--- src/rtl/bram_pkg.sv ---
// Shared definitions for the BRAM burst reader.
//   ADDR_W_DEF / DATA_W_DEF / RD_LAT_DEF : default geometry and BRAM read latency
//   state_t                              : burst FSM state encoding
//   fifo_depth()                         : capture FIFO depth for a given read latency
package bram_pkg;

   localparam int ADDR_W_DEF = 10;
   localparam int DATA_W_DEF = 8;
   localparam int RD_LAT_DEF = 2;

   typedef enum logic [1:0] {
      ST_IDLE  = 2'd0,
      ST_RUN   = 2'd1,
      ST_DRAIN = 2'd2,
      ST_DONE  = 2'd3
   } state_t;

   // One slot per beat that can be in the BRAM pipeline plus one being presented.
   function automatic int fifo_depth(input int rd_lat);
      return rd_lat + 1;
   endfunction

endpackage

--- src/rtl/bram_rd_fifo.sv ---
// Small capture FIFO for BRAM read data.
//   clk, rst   : clock, synchronous active-high reset (clears storage and pointers)
//   push/wdata : write one entry (ignored when full unless a pop happens in the same cycle)
//   pop        : remove the head entry (ignored when empty)
//   head       : current head entry, stable until popped
//   count      : number of entries held
module bram_rd_fifo
   import bram_pkg::*;
#(
   parameter int DATA_W = DATA_W_DEF,
   parameter int DEPTH  = fifo_depth(RD_LAT_DEF),
   localparam int CW    = $clog2(DEPTH + 1),
   localparam int PW    = (DEPTH > 1) ? $clog2(DEPTH) : 1
) (
   input  logic              clk,
   input  logic              rst,
   input  logic              push,
   input  logic [DATA_W-1:0] wdata,
   input  logic              pop,
   output logic [DATA_W-1:0] head,
   output logic [CW-1:0]     count
);

   localparam logic [CW-1:0] FULL    = CW'(DEPTH);
   localparam logic [CW-1:0] CNT_ONE = CW'(1);
   localparam logic [PW-1:0] PTR_END = PW'(DEPTH - 1);
   localparam logic [PW-1:0] PTR_ONE = PW'(1);

   logic [DATA_W-1:0] store [DEPTH];
   logic [PW-1:0]     wr_ptr;
   logic [PW-1:0]     rd_ptr;
   logic              do_pop;
   logic              do_push;

   assign do_pop  = pop && (count != '0);
   assign do_push = push && ((count != FULL) || do_pop);
   assign head    = store[rd_ptr];

   function automatic logic [PW-1:0] ptr_next(input logic [PW-1:0] p);
      return (p == PTR_END) ? '0 : p + PTR_ONE;
   endfunction

   always_ff @(posedge clk) begin
      if (rst) begin
         wr_ptr <= '0;
         rd_ptr <= '0;
         count  <= '0;
         for (int i = 0; i < DEPTH; i++) store[i] <= '0;
      end else begin
         if (do_push) begin
            store[wr_ptr] <= wdata;
            wr_ptr        <= ptr_next(wr_ptr);
         end
         if (do_pop) rd_ptr <= ptr_next(rd_ptr);
         case ({do_push, do_pop})
            2'b10:   count <= count + CNT_ONE;
            2'b01:   count <= count - CNT_ONE;
            default: count <= count;
         endcase
      end
   end

endmodule

--- src/rtl/bram_burst_reader.sv ---
// Reads a burst of consecutive BRAM locations and presents them as a
// valid/ready stream.
//   clk, rst             : clock, synchronous active-high reset
//   start                : burst request, only looked at while idle
//   base_addr, length    : first address and beat count (0..2^ADDR_W)
//   mem_addr, mem_data   : BRAM read port (data arrives RD_LAT cycles after the address)
//   m_data/m_valid/m_ready/m_last : output stream, m_last marks the final beat
//   busy, done           : burst in progress / one-cycle completion pulse
//
// state    | meaning
// ---------+--------------------------------------------------------------
// ST_IDLE  | waiting for start
// ST_RUN   | issuing addresses as FIFO credit allows
// ST_DRAIN | every address issued, beats still to be delivered
// ST_DONE  | single-cycle completion, returns to idle
module bram_burst_reader
   import bram_pkg::*;
#(
   parameter int ADDR_W = ADDR_W_DEF,
   parameter int DATA_W = DATA_W_DEF,
   parameter int RD_LAT = RD_LAT_DEF
) (
   input  logic              clk,
   input  logic              rst,
   input  logic              start,
   input  logic [ADDR_W-1:0] base_addr,
   input  logic [ADDR_W:0]   length,
   output logic [ADDR_W-1:0] mem_addr,
   input  logic [DATA_W-1:0] mem_data,
   output logic [DATA_W-1:0] m_data,
   output logic              m_valid,
   input  logic              m_ready,
   output logic              m_last,
   output logic              busy,
   output logic              done
);

   localparam int DEPTH = fifo_depth(RD_LAT);
   localparam int CW    = $clog2(DEPTH + 1);
   localparam logic [ADDR_W:0]   LEN_ONE  = (ADDR_W + 1)'(1);
   localparam logic [ADDR_W-1:0] ADDR_ONE = ADDR_W'(1);

   state_t            state;
   logic [ADDR_W:0]   len_q;
   logic [ADDR_W:0]   issue_cnt;
   logic [ADDR_W:0]   beat_cnt;
   logic [RD_LAT-1:0] tag_sr;
   logic [CW-1:0]     fifo_count;
   logic              pop;
   logic              push;
   logic              issue;
   logic              last_issue;
   logic              credit_ok;
   int                in_flight;

   // The issue decision is made in the same cycle the address is on mem_addr,
   // so credit counts only the reads already in the BRAM pipeline. Whatever
   // m_ready does afterwards, everything outstanding fits in the FIFO.
   always_comb begin
      in_flight = 0;
      for (int i = 0; i < RD_LAT; i++) in_flight = in_flight + int'(tag_sr[i]);
      credit_ok = (int'(fifo_count) + in_flight - int'(pop)) < DEPTH;
   end

   assign issue      = (state == ST_RUN) && credit_ok;
   assign last_issue = (issue_cnt == len_q - LEN_ONE);
   assign push       = tag_sr[RD_LAT-1];
   assign m_valid    = (fifo_count != '0);
   assign pop        = m_valid && m_ready;
   assign m_last     = m_valid && (beat_cnt == len_q - LEN_ONE);

   bram_rd_fifo #(
      .DATA_W (DATA_W),
      .DEPTH  (DEPTH)
   ) u_fifo (
      .clk   (clk),
      .rst   (rst),
      .push  (push),
      .wdata (mem_data),
      .pop   (pop),
      .head  (m_data),
      .count (fifo_count)
   );

   always_ff @(posedge clk) begin
      if (rst) begin
         state     <= ST_IDLE;
         busy      <= 1'b0;
         done      <= 1'b0;
         len_q     <= '0;
         issue_cnt <= '0;
         beat_cnt  <= '0;
         mem_addr  <= '0;
         tag_sr    <= '0;
      end else begin
         tag_sr[0] <= issue;
         for (int i = 1; i < RD_LAT; i++) tag_sr[i] <= tag_sr[i-1];

         // mem_addr always shows the address being issued; after the final
         // issue it is left on the last address of the burst.
         if (issue) begin
            issue_cnt <= issue_cnt + LEN_ONE;
            if (!last_issue) mem_addr <= mem_addr + ADDR_ONE;
         end
         if (pop) beat_cnt <= beat_cnt + LEN_ONE;

         done <= 1'b0;
         case (state)
            ST_IDLE: begin
               if (start) begin
                  if (length != '0) begin
                     state     <= ST_RUN;
                     busy      <= 1'b1;
                     len_q     <= length;
                     mem_addr  <= base_addr;
                     issue_cnt <= '0;
                     beat_cnt  <= '0;
                  end else begin
                     state <= ST_DONE;
                     done  <= 1'b1;
                  end
               end
            end
            ST_RUN: begin
               if (issue && last_issue) state <= ST_DRAIN;
            end
            ST_DRAIN: begin
               if (pop && m_last) begin
                  state <= ST_DONE;
                  busy  <= 1'b0;
                  done  <= 1'b1;
               end
            end
            ST_DONE: begin
               state <= ST_IDLE;
            end
            default: begin
               state <= ST_IDLE;
            end
         endcase
      end
   end

endmodule

--- config.mk ---
export PLATFORM = sky130hd
export DESIGN_NAME = bram_burst_reader
export DESIGN_NICKNAME = d
export VERILOG_FILES = /design/src/rtl/bram_pkg.sv /design/src/rtl/bram_rd_fifo.sv /design/src/rtl/bram_burst_reader.sv
export SDC_FILE = /design/constraint.sdc
export NUM_CORES = 1
export LEC_CHECK = 0
export BUFFER_PORTS_ARGS = -buffer_cell sky130_fd_sc_hd__buf_4
export CAP_MARGIN = 10
export CORE_MARGIN = 2
export CORE_UTILIZATION = 59
export CTS_CLUSTER_SIZE = 24
export DETAILED_ROUTE_END_ITERATION = 10
export PLACE_DENSITY = 0.78
export SETUP_SLACK_MARGIN = 0.1
export SLEW_MARGIN = 20
export SYNTH_ARGS = -nofsm -noshare
export SYNTH_HDL_FRONTEND = slang
export SYNTH_SLANG_ARGS = --single-unit
--- constraint.sdc ---
create_clock -name clk -period 4.8 [get_ports clk]
set_input_delay 0.72 -clock clk [delete_from_list [all_inputs] [get_ports clk]]
set_output_delay 0.72 -clock clk [all_outputs]
set_load 0.01 [all_outputs]
==> results of run 1 <==
==> worst paths after layout <==
kind	to	slack, ps
max reg2reg	issue_cnt[7]	870
min reg2reg	busy	490
max	issue_cnt[7]	870
min	busy	490
==> stage by stage <==
stage                     instance area [um^2]   util  setup slack (ps)  instances  hold WS [ps]
final                                     5380  0.693               874        638           492
after global routing                      5380  0.693               599        638           505
after CTS                                 5380  0.692               893        638           496
after detailed placement                  5190  0.668               763        622           472
after global placement                    5190  0.668               896        622           469
after floorplan                           4740      -              1180        486           454
==> metal layers <==
metal  vias to the layer above  share of wire
met5                         -              0
met4                         0          0.012
met3                        12          0.053
met2                       106           0.50
met1                      1761           0.44
li1                       1837              -
==> where the power goes <==
part | total [uW] | internal [uW] | switching (uW)
clock network | 505 | 204 | 301
registers | 959 | 856 | 103
logic | 755 | 346 | 408
==> logic make-up after synthesis <==
kind of cell | count (synthesis) | synth area share
compound gates | 84 | 0.120
xor+xnor | 50 | 0.0998
fa+ha+maj | 13 | 0.0375
buf+inv | 43 | 0.0401
flops | 89 | 0.444
mux | 10 | 0.0422
simple gates | 197 | 0.216
==> cells in the mapped netlist, drive strengths merged (9+ instances only) <==
library cell	number	area share
a21oi	26	0.027
and2	27	0.036
clkbuf	17	0.013
dfxtp	57	0.24
edfxtp	32	0.20
ha	11	0.029
inv	17	0.013
nand2	46	0.036
nand3	10	0.011
nand4	14	0.018
nor2	48	0.038
nor3	9	0.0095
o21ai	14	0.015
or3	9	0.013
xnor2	27	0.051
xor2	21	0.039
==> cell type report <==
cell class / instances / area, um^2 / area share
sequential: 89 / 2100 / 0.391
inverter: 18 / 67.6 / 0.0126
multi-input combinational: 354 / 2450 / 0.455
timing repair buffer: 59 / 443 / 0.0823
clock inverter: 7 / 66.3 / 0.0123
tap: 102 / 128 / 0.0237
clock buffer: 9 / 124 / 0.0230
==> registers in the layout, summed over array words and instances (netlist names), named ones only <==
name,count
u_fifo.count,2
u_fifo.store,32
mem_addr,10
tag_sr,2
busy,1
state,2
done,1
u_fifo.rd_ptr,2
issue_cnt,11
u_fifo.wr_ptr,2
len_q,11
beat_cnt,11
==> flow_metrics.py, run 1 <==
metrics = {
    "cts": {
        "cts_setup_buffers": 0,
        "hold_buffers": 0,
        "htree_num_levels": 3,
        "clkTransAtPathRegs_ps": 100,
        "cts_buffers": 9,
        "tritoncts": "done",
        "ctsLongestPathBuffers": 2,
        "cts_resized": 0,
        "clk_latency_ps": 360,
        "cts-root-buf": "clkbuf_8",
        "cts.sinks": 89,
    },
    "route": {
        "drcViolationCount": 0,
        "vias": 3716,
        "first_pass_iters": 5,
        "drt_iter0_markers": 146,
        "antenna_left": 0,
        "finalWirelength_mm": 9.94,
        "vias_per_cell": 5.82,
        "wire_per_inst_um": 15.6,
    },
    "cells_and_area": {
        "area_growth_pct": 13.6,
        "fillers": 625,
        "diodes": 0,
        "final_cell_mix": "59 x buf_4, 57 x dfxtp_1, 48 x nor2_1",
        "post_route_cells_drive_above_1_share": 0.183,
        "final_common_cell": "buf_4",
        "final_nets": 577,
    },
    "yosys": {
        "avgSynthCellArea_um2": 9.75,
        "synth.ff_latch_count": 89,
        "synth_cell_type_count": 66,
        "synth.net_count": 532,
        "synth_edf_count": 32,
        "syn-instance-count": 486,
        "synth-seq-area-share": 0.444,
        "ys.flop_type": "dfxtp_1",
        "ys_async_sr_fraction": 0,
        "netlist_area_um2": 4740,
        "ys.warnings.count": 0,
    },
    "setup_path": {
        "crit_required_ps": 5090,
        "critPathBufInv": 1,
        "cp-startpoint": "u_fifo.count[1]",
        "rr_startpoint": "u_fifo.count[1]",
        "critPathArrivalTime_ps": 4220,
        "rr_worst_depth": 12,
        "path_cells": "or2_2, nand2_1, clkinv_1, ha_1, fa_1, fa_1, xor2_1, o2bb2ai_1, and2_1, nand4_1, or3_1, a21oi_1",
        "critPathTopFamily": "simple AND/OR/NAND/NOR gates",
        "timing.critical_path.mode_cell": "fa_1",
        "crit_path_max_fanout": 8,
        "crit_path_start_kind": "flop",
        "cp_slowest_cell": "fa_1",
        "critPathCaptureType": "flop",
        "path_depth": 12,
        "cpPeakStageDelay_ps": 400,
        "path_class": "flop to flop",
    },
    "place": {
        "gp_congestion": 0.857,
        "dp_hpwl_mm": 7.36,
        "io_buffers": 54,
    },
    "sta": {
        "timing.final.crit_share": 0.818,
        "drv_slew": 0,
        "fmax_ghz": 0.255,
        "min_period_ps": 3930,
        "tightest_slew_ps": 982,
        "setup_viol": 0,
        "clock_skew_ps": 10.2,
        "fin_tns_setup_ps": 0,
        "hold_violations": 0,
        "rsz0062_at_grt": "no",
        "maxSlewHeadroom": 0.343,
    },
    "die": {
        "ios": 55,
        "fp-row-count": 32,
        "start_util": 0.610,
        "dieArea_um2": 8760,
        "die_w_um": 93.6,
        "die_h_um": 93.6,
        "core_um2": 7770,
    },
    "global_routing": {
        "global_route.overflow_total": 0,
        "grt_busiest_layer": "met2",
        "use_met2": 0.424,
        "use_met3": 0.0419,
        "gr-usage-all-layers": 0.240,
        "grt_max_degree": 38,
        "grtUsageMet1": 0.304,
        "grt_pass1_vias": 3610,
        "antenna_found_initial": 0,
        "grt_first_pass_wirelength_mm": 16.7,
    },
    "power": {
        "power_uw": 2220,
        "vdd_ir_drop_max_v": 0.000230,
        "p_per_area_nw_per_um2": 412,
        "p_leak_uw": 0.00200,
    },
    "min_path": {
        "holdPathStages": 1,
        "min-delay-start": "busy",
        "hold_class": "flop to flop",
    },
    "outcome": {
        "outcome": "completed",
    },
    "run": {
        "maxCapViolCount": 0,
    },
}
(Power assumes the default switching activity.)
==> run 2: changes to the inputs <==
--- a/config.mk
+++ b/config.mk
@@ -5,6 +5,7 @@
 export SDC_FILE = /design/constraint.sdc
 export NUM_CORES = 1
 export LEC_CHECK = 0
+export ABC_AREA = 1
 export BUFFER_PORTS_ARGS = -buffer_cell sky130_fd_sc_hd__buf_4
 export CAP_MARGIN = 10
 export CORE_MARGIN = 2
==> constraint.sdc (replaced) <==
create_clock -name clk -period 4 [get_ports clk]
set_input_delay 0.6 -clock clk [delete_from_list [all_inputs] [get_ports clk]]
set_output_delay 0.6 -clock clk [all_outputs]
set_load 0.01 [all_outputs]
==> flow_metrics.py, run 2 <==
metrics = {
    "cts": {
        "cts_resized": 0,
        "clkTransAtPathRegs_ps": 100,
        "cts_setup_buffers": 0,
        "clk_latency_ps": 370,
        "hold_buffers": 0,
        "cts_buffers": 9,
        "ctsLongestPathBuffers": 2,
        "cts.sinks": 89,
        "htree_num_levels": 3,
        "cts-root-buf": "clkbuf_8",
        "tritoncts": "done",
    },
    "sta": {
        "drv_slew": 0,
        "clock_skew_ps": 10.3,
        "maxSlewHeadroom": 0.314,
        "tightest_slew_ps": 1020,
        "min_period_ps": 3490,
        "fmax_ghz": 0.286,
        "fin_tns_setup_ps": 0,
        "rsz0062_at_grt": "no",
        "setup_viol": 0,
        "hold_violations": 0,
        "timing.final.crit_share": 0.873,
    },
    "setup_path": {
        "crit_required_ps": 4260,
        "path_depth": 17,
        "critPathTopFamily": "simple AND/OR/NAND/NOR gates",
        "ff2ff_setup_slack_ps": 510,
        "crit_path_max_fanout": 11,
        "critPathCaptureType": "flop",
        "critPathBufInv": 2,
        "path_cells": "inv_1, nand2_2, nand2_2, inv_2, ha_1, fa_1, fa_1, xnor2_1, o21ai_0, nand2_1, nand2_2, nor3_2, nand3_1, nor3_1, nand2_1, o21ai_0, a21oi_1",
        "crit_path_start_kind": "flop",
        "rr_startpoint": "u_fifo.count[0]",
        "cp-endpoint": "issue_cnt[10]",
        "cp-startpoint": "u_fifo.count[0]",
        "timing.critical_path.mode_cell": "nand2_2",
        "rr_endpoint": "issue_cnt[10]",
        "critPathArrivalTime_ps": 3750,
        "cp_slowest_cell": "dfxtp_1",
        "path_class": "flop to flop",
        "rr_worst_depth": 17,
        "cpPeakStageDelay_ps": 420,
    },
    "place": {
        "gp_congestion": 0.873,
        "place_area_um2": 5370,
        "io_buffers": 54,
        "dp_hpwl_mm": 8.89,
    },
    "power": {
        "vdd_ir_drop_max_v": 0.000283,
        "pwr-share-seq": 0.384,
        "p_comb_frac": 0.418,
        "p_switching_uw": 1310,
        "p_leak_uw": 0.00244,
        "p_clk_frac": 0.198,
        "p_int_uw": 1750,
        "power_uw": 3060,
        "p_per_area_nw_per_um2": 550,
        "p_sw_frac": 0.427,
    },
    "yosys": {
        "ys.flop_type": "dfxtp_1",
        "synth_cell_type_count": 36,
        "yosys-top-cells-area": "dfxtp_1 24%, edfxtp_1 20%, nand2_1 10%, inv_1 6.7%, nor2_1 6.4%",
        "synth.most_common_cell": "nand2_1",
        "syn-instance-count": 651,
        "synth.ff_latch_count": 89,
        "synth_top_area_cell": "dfxtp_1",
        "synth_top_area_frac": 0.236,
        "ys.warnings.count": 0,
        "synth.net_count": 697,
        "synthTopCellsByCount": "129 x nand2_1, 87 x inv_1, 82 x nor2_1",
        "netlist_area_um2": 4840,
        "ys_async_sr_fraction": 0,
        "synth_edf_count": 32,
        "synth-seq-area-share": 0.434,
        "avgSynthCellArea_um2": 7.44,
    },
    "route": {
        "vias": 4451,
        "drt_iter0_markers": 208,
        "vias_per_cell": 5.44,
        "antenna_left": 0,
        "first_pass_iters": 5,
        "wire_per_inst_um": 14.3,
        "finalWirelength_mm": 11.7,
        "drcViolationCount": 0,
    },
    "die": {
        "ios": 55,
        "core_um2": 8090,
        "die_w_um": 94.6,
        "die_h_um": 94.6,
        "dieArea_um2": 8950,
        "fp-row-count": 33,
        "start_util": 0.599,
    },
    "global_routing": {
        "global_route.overflow_total": 0,
        "grt_first_pass_wirelength_mm": 19.4,
        "grt_pass1_vias": 4326,
        "gr-usage-all-layers": 0.277,
        "grt_max_degree": 34,
        "antenna_found_initial": 0,
    },
    "cells_and_area": {
        "final_common_cell": "nand2_1",
        "diodes": 0,
        "stdcell_area_um2": 5570,
        "largest-register": "u_fifo.store",
        "area_growth_pct": 14.9,
        "final_cell_mix": "128 x nand2_1, 87 x inv_1, 82 x nor2_1",
        "utilization": 0.688,
        "largest_reg_flops": 32,
        "final_nets": 754,
        "post_route_cells_drive_above_1_share": 0.158,
    },
    "run": {
        "maxCapViolCount": 0,
    },
    "outcome": {
        "outcome": "completed",
    },
    "min_path": {
        "hold_class": "input pin to flop",
    },
}
-- run 2: how the worst min path moves through the flow --
stage           startpoint                  to  depth (start not counted)
3_3_place_gp          busy                busy                          2
2_1_floorplan    tag_sr[0]           tag_sr[1]                          2
5_1_grt        mem_data[1]  u_fifo.store[3][1]                          1
6_report       mem_data[1]  u_fifo.store[3][1]                          1
3_5_place_dp          busy                busy                          2
4_1_cts        mem_data[1]  u_fifo.store[3][1]                          1
-- run 2: kinds of logic (layout without fill, tap and decap cells) --
kind of cell    after synthesis  count (layout)  synth area share
fa+ha+maj                    13              13            0.0367
simple gates                330             330             0.312
compound gates              105             105             0.117
flops                        89              89             0.434
xor+xnor                     11              11            0.0199
buf+inv                     103             165            0.0808
-- run 2: layer usage --
layer	global-route usage	vias to the layer above	wire length (um)
li1	-	2258	-
met1	0.354	2040	5120
met5	0	-	0
met4	0.0809	0	206
met2	0.483	135	5710
met3	0.0471	18	677
-- run 2: cell type report --
cell class | count | area [um^2]
timing repair buffer | 59 | 443
tap | 105 | 131
inverter | 90 | 338
clock inverter | 7 | 67.6
multi-input combinational | 459 | 2360
fill | 710 | 2530
clock buffer | 9 | 124
sequential | 89 | 2100
-- run 2: power groups by stage --
stage	combinational (uW)	clock, uW	sequential [uW]
2_1_floorplan	899	0	1180
3_3_place_gp	1220	0	1190
3_5_place_dp	1260	0	1190
4_1_cts	1270	613	1170
5_1_grt	1460	650	1190
6_report	1280	608	1180
-- run 2: metrics by stage --
stage	worst slack, ps	std cells	hold slack (ps)
after floorplan	808	651	441
after global placement	451	802	434
after detailed placement	263	802	437
after CTS	275	818	409
after global routing	127	818	397
final	507	818	404
==> run 3: changes to the inputs <==
--- a/config.mk
+++ b/config.mk
@@ -9,10 +9,11 @@
 export BUFFER_PORTS_ARGS = -buffer_cell sky130_fd_sc_hd__buf_4
 export CAP_MARGIN = 10
 export CORE_MARGIN = 2
-export CORE_UTILIZATION = 59
+export CORE_UTILIZATION = 49
 export CTS_CLUSTER_SIZE = 24
 export DETAILED_ROUTE_END_ITERATION = 10
-export PLACE_DENSITY = 0.78
+export GPL_TIMING_DRIVEN = 1
+export PLACE_DENSITY = 0.67
 export SETUP_SLACK_MARGIN = 0.1
 export SLEW_MARGIN = 20
 export SYNTH_ARGS = -nofsm -noshare
==> flow_metrics.py, run 3 (synthesis gave the netlist of run 2 again) <==
metrics = {
    "setup_path": {
        "crit_path_max_fanout": 8,
        "critPathArrivalTime_ps": 3820,
        "critPathBufInv": 2,
        "crit_path_start_kind": "flop",
        "cpPeakStageDelay_ps": 460,
        "path_class": "flop to flop",
        "cp_slowest_cell": "dfxtp_1",
        "critPathCaptureType": "flop",
        "path_cells": "inv_1, nand2_2, nand2_2, inv_2, ha_1, fa_1, fa_1, xnor2_1, o21ai_0, nand2_1, nand2_1, nor3_1, nand3_1, nor3_1, nand2_1, o21ai_0, a21oi_1",
        "crit_required_ps": 4260,
        "critPathTopFamily": "simple AND/OR/NAND/NOR gates",
        "timing.critical_path.mode_cell": "nand2_1",
    },
    "cells_and_area": {
        "utilization": 0.578,
        "fillers": 930,
        "final_common_cell": "nand2_1",
        "multi_input_area_um2": 2350,
        "area_growth_pct": 15.5,
        "final_nets": 754,
        "final_cell_mix": "129 x nand2_1, 87 x inv_1, 82 x nor2_1",
        "largest_reg_flops": 32,
        "seq_area_um2": 2100,
        "diodes": 0,
        "largest-register": "u_fifo.store",
        "layout.cells.non_filler": 846,
        "post_route_cells_drive_above_1_share": 0.153,
    },
    "global_routing": {
        "grt_pass1_vias": 3935,
        "gr-usage-all-layers": 0.224,
        "grt_first_pass_wirelength_mm": 18.4,
        "antenna_found_initial": 0,
        "grt_max_degree": 34,
        "global_route.overflow_total": 0,
    },
    "route": {
        "drcViolationCount": 0,
        "antenna_left": 0,
        "vias": 4407,
        "finalWirelength_mm": 11.5,
        "vias_per_cell": 5.21,
        "drt_iter0_markers": 306,
        "wire_per_inst_um": 13.6,
        "first_pass_iters": 4,
    },
    "cts": {
        "htree_num_levels": 3,
        "cts-root-buf": "clkbuf_8",
        "cts_buffers": 9,
        "clk_latency_ps": 370,
        "cts.sinks": 89,
        "clkTransAtPathRegs_ps": 90,
        "hold_buffers": 0,
        "cts_setup_buffers": 0,
        "tritoncts": "done",
        "cts_resized": 0,
        "ctsLongestPathBuffers": 2,
    },
    "sta": {
        "maxSlewHeadroom": 0.382,
        "clock_skew_ps": 8.63,
        "min_period_ps": 3560,
        "timing.final.crit_share": 0.890,
        "drv_slew": 0,
        "rsz0062_at_grt": "no",
        "setup_viol": 0,
        "hold_violations": 0,
        "tightest_slew_ps": 926,
        "setup_slack_ps": 441,
        "fin_tns_setup_ps": 0,
        "fmax_ghz": 0.281,
    },
    "die": {
        "die_h_um": 103,
        "core_um2": 9680,
        "start_util": 0.500,
        "fp-row-count": 36,
        "die_w_um": 103,
        "ios": 55,
        "dieArea_um2": 10700,
    },
    "run": {
        "maxCapViolCount": 0,
    },
    "place": {
        "dp_hpwl_mm": 8.64,
        "gp_congestion": 0.966,
        "io_buffers": 54,
        "dp_cells": 830,
        "place_ws_ps": 376,
    },
    "outcome": {
        "outcome": "completed",
    },
    "power": {
        "vdd_ir_drop_max_v": 0.000241,
        "p_per_area_nw_per_um2": 550,
        "power_uw": 3080,
        "p_leak_uw": 0.00245,
    },
    "min_path": {
        "hold_class": "input pin to flop",
    },
}
==> run 3: cell count changes in the layout (fill, tap and decap cells not counted), sizes merged <==
cell / previous run / this run
bufinv: 0 / 1
inv: 93 / 92
==> run 3: worst paths after layout <==
kind	depth (start not counted)	start	end	slack, ps
worst min-delay path	1	mem_data[7]	u_fifo.store[3][7]	410
worst max register to register	17	u_fifo.count[1]	issue_cnt[10]	440
worst max-delay path	17	u_fifo.count[1]	issue_cnt[10]	440
worst min register to register	2	busy	busy	450
==> run 3: cell type report <==
| class | instances | area share |
|---|---|---|
| Clock buffer | 9 | 0.0221 |
| Clock inverter | 7 | 0.0132 |
| Inverter | 90 | 0.0603 |
| Multi-Input combinational cell | 459 | 0.420 |
| Sequential cell | 89 | 0.376 |
| Tap cell | 133 | 0.0297 |
| Timing Repair Buffer | 59 | 0.0791 |
==> run 3: where the power goes <==
group          internal, uW  switching (uW)
Sequential             1050             123
Clock                   293             341
Combinational           464             802
==> run 3: worst reg2reg max path: cells and delay by family (launching register included) <==
family | cells | cell delay [ps]
flip-flops | 1 | 460
buffers and inverters | 2 | 280
adder cells (fa/ha/maj) | 3 | 1060
XOR/XNOR | 1 | 130
AO/OA/AOI/OAI | 3 | 310
AND/OR/NAND/NOR | 8 | 1220
==> run 3: through the flow <==
stage | area [um^2] | hold slack, ps
3_5_place_dp | 5400 | 441
5_1_grt | 5600 | 395
4_1_cts | 5600 | 401
3_3_place_gp | 5400 | 438
6_report | 5600 | 414
2_1_floorplan | 4840 | 441
==> run 3: layer usage <==
layer / up-vias / part of all wire / routed length, um / global-route usage
met5: - / 0 / 0 / 0
met4: 0 / 0.013 / 146 / 0.0658
met3: 13 / 0.063 / 726 / 0.0470
met2: 133 / 0.48 / 5470 / 0.372
met1: 2000 / 0.45 / 5160 / 0.295
li1: 2261 / - / - / -
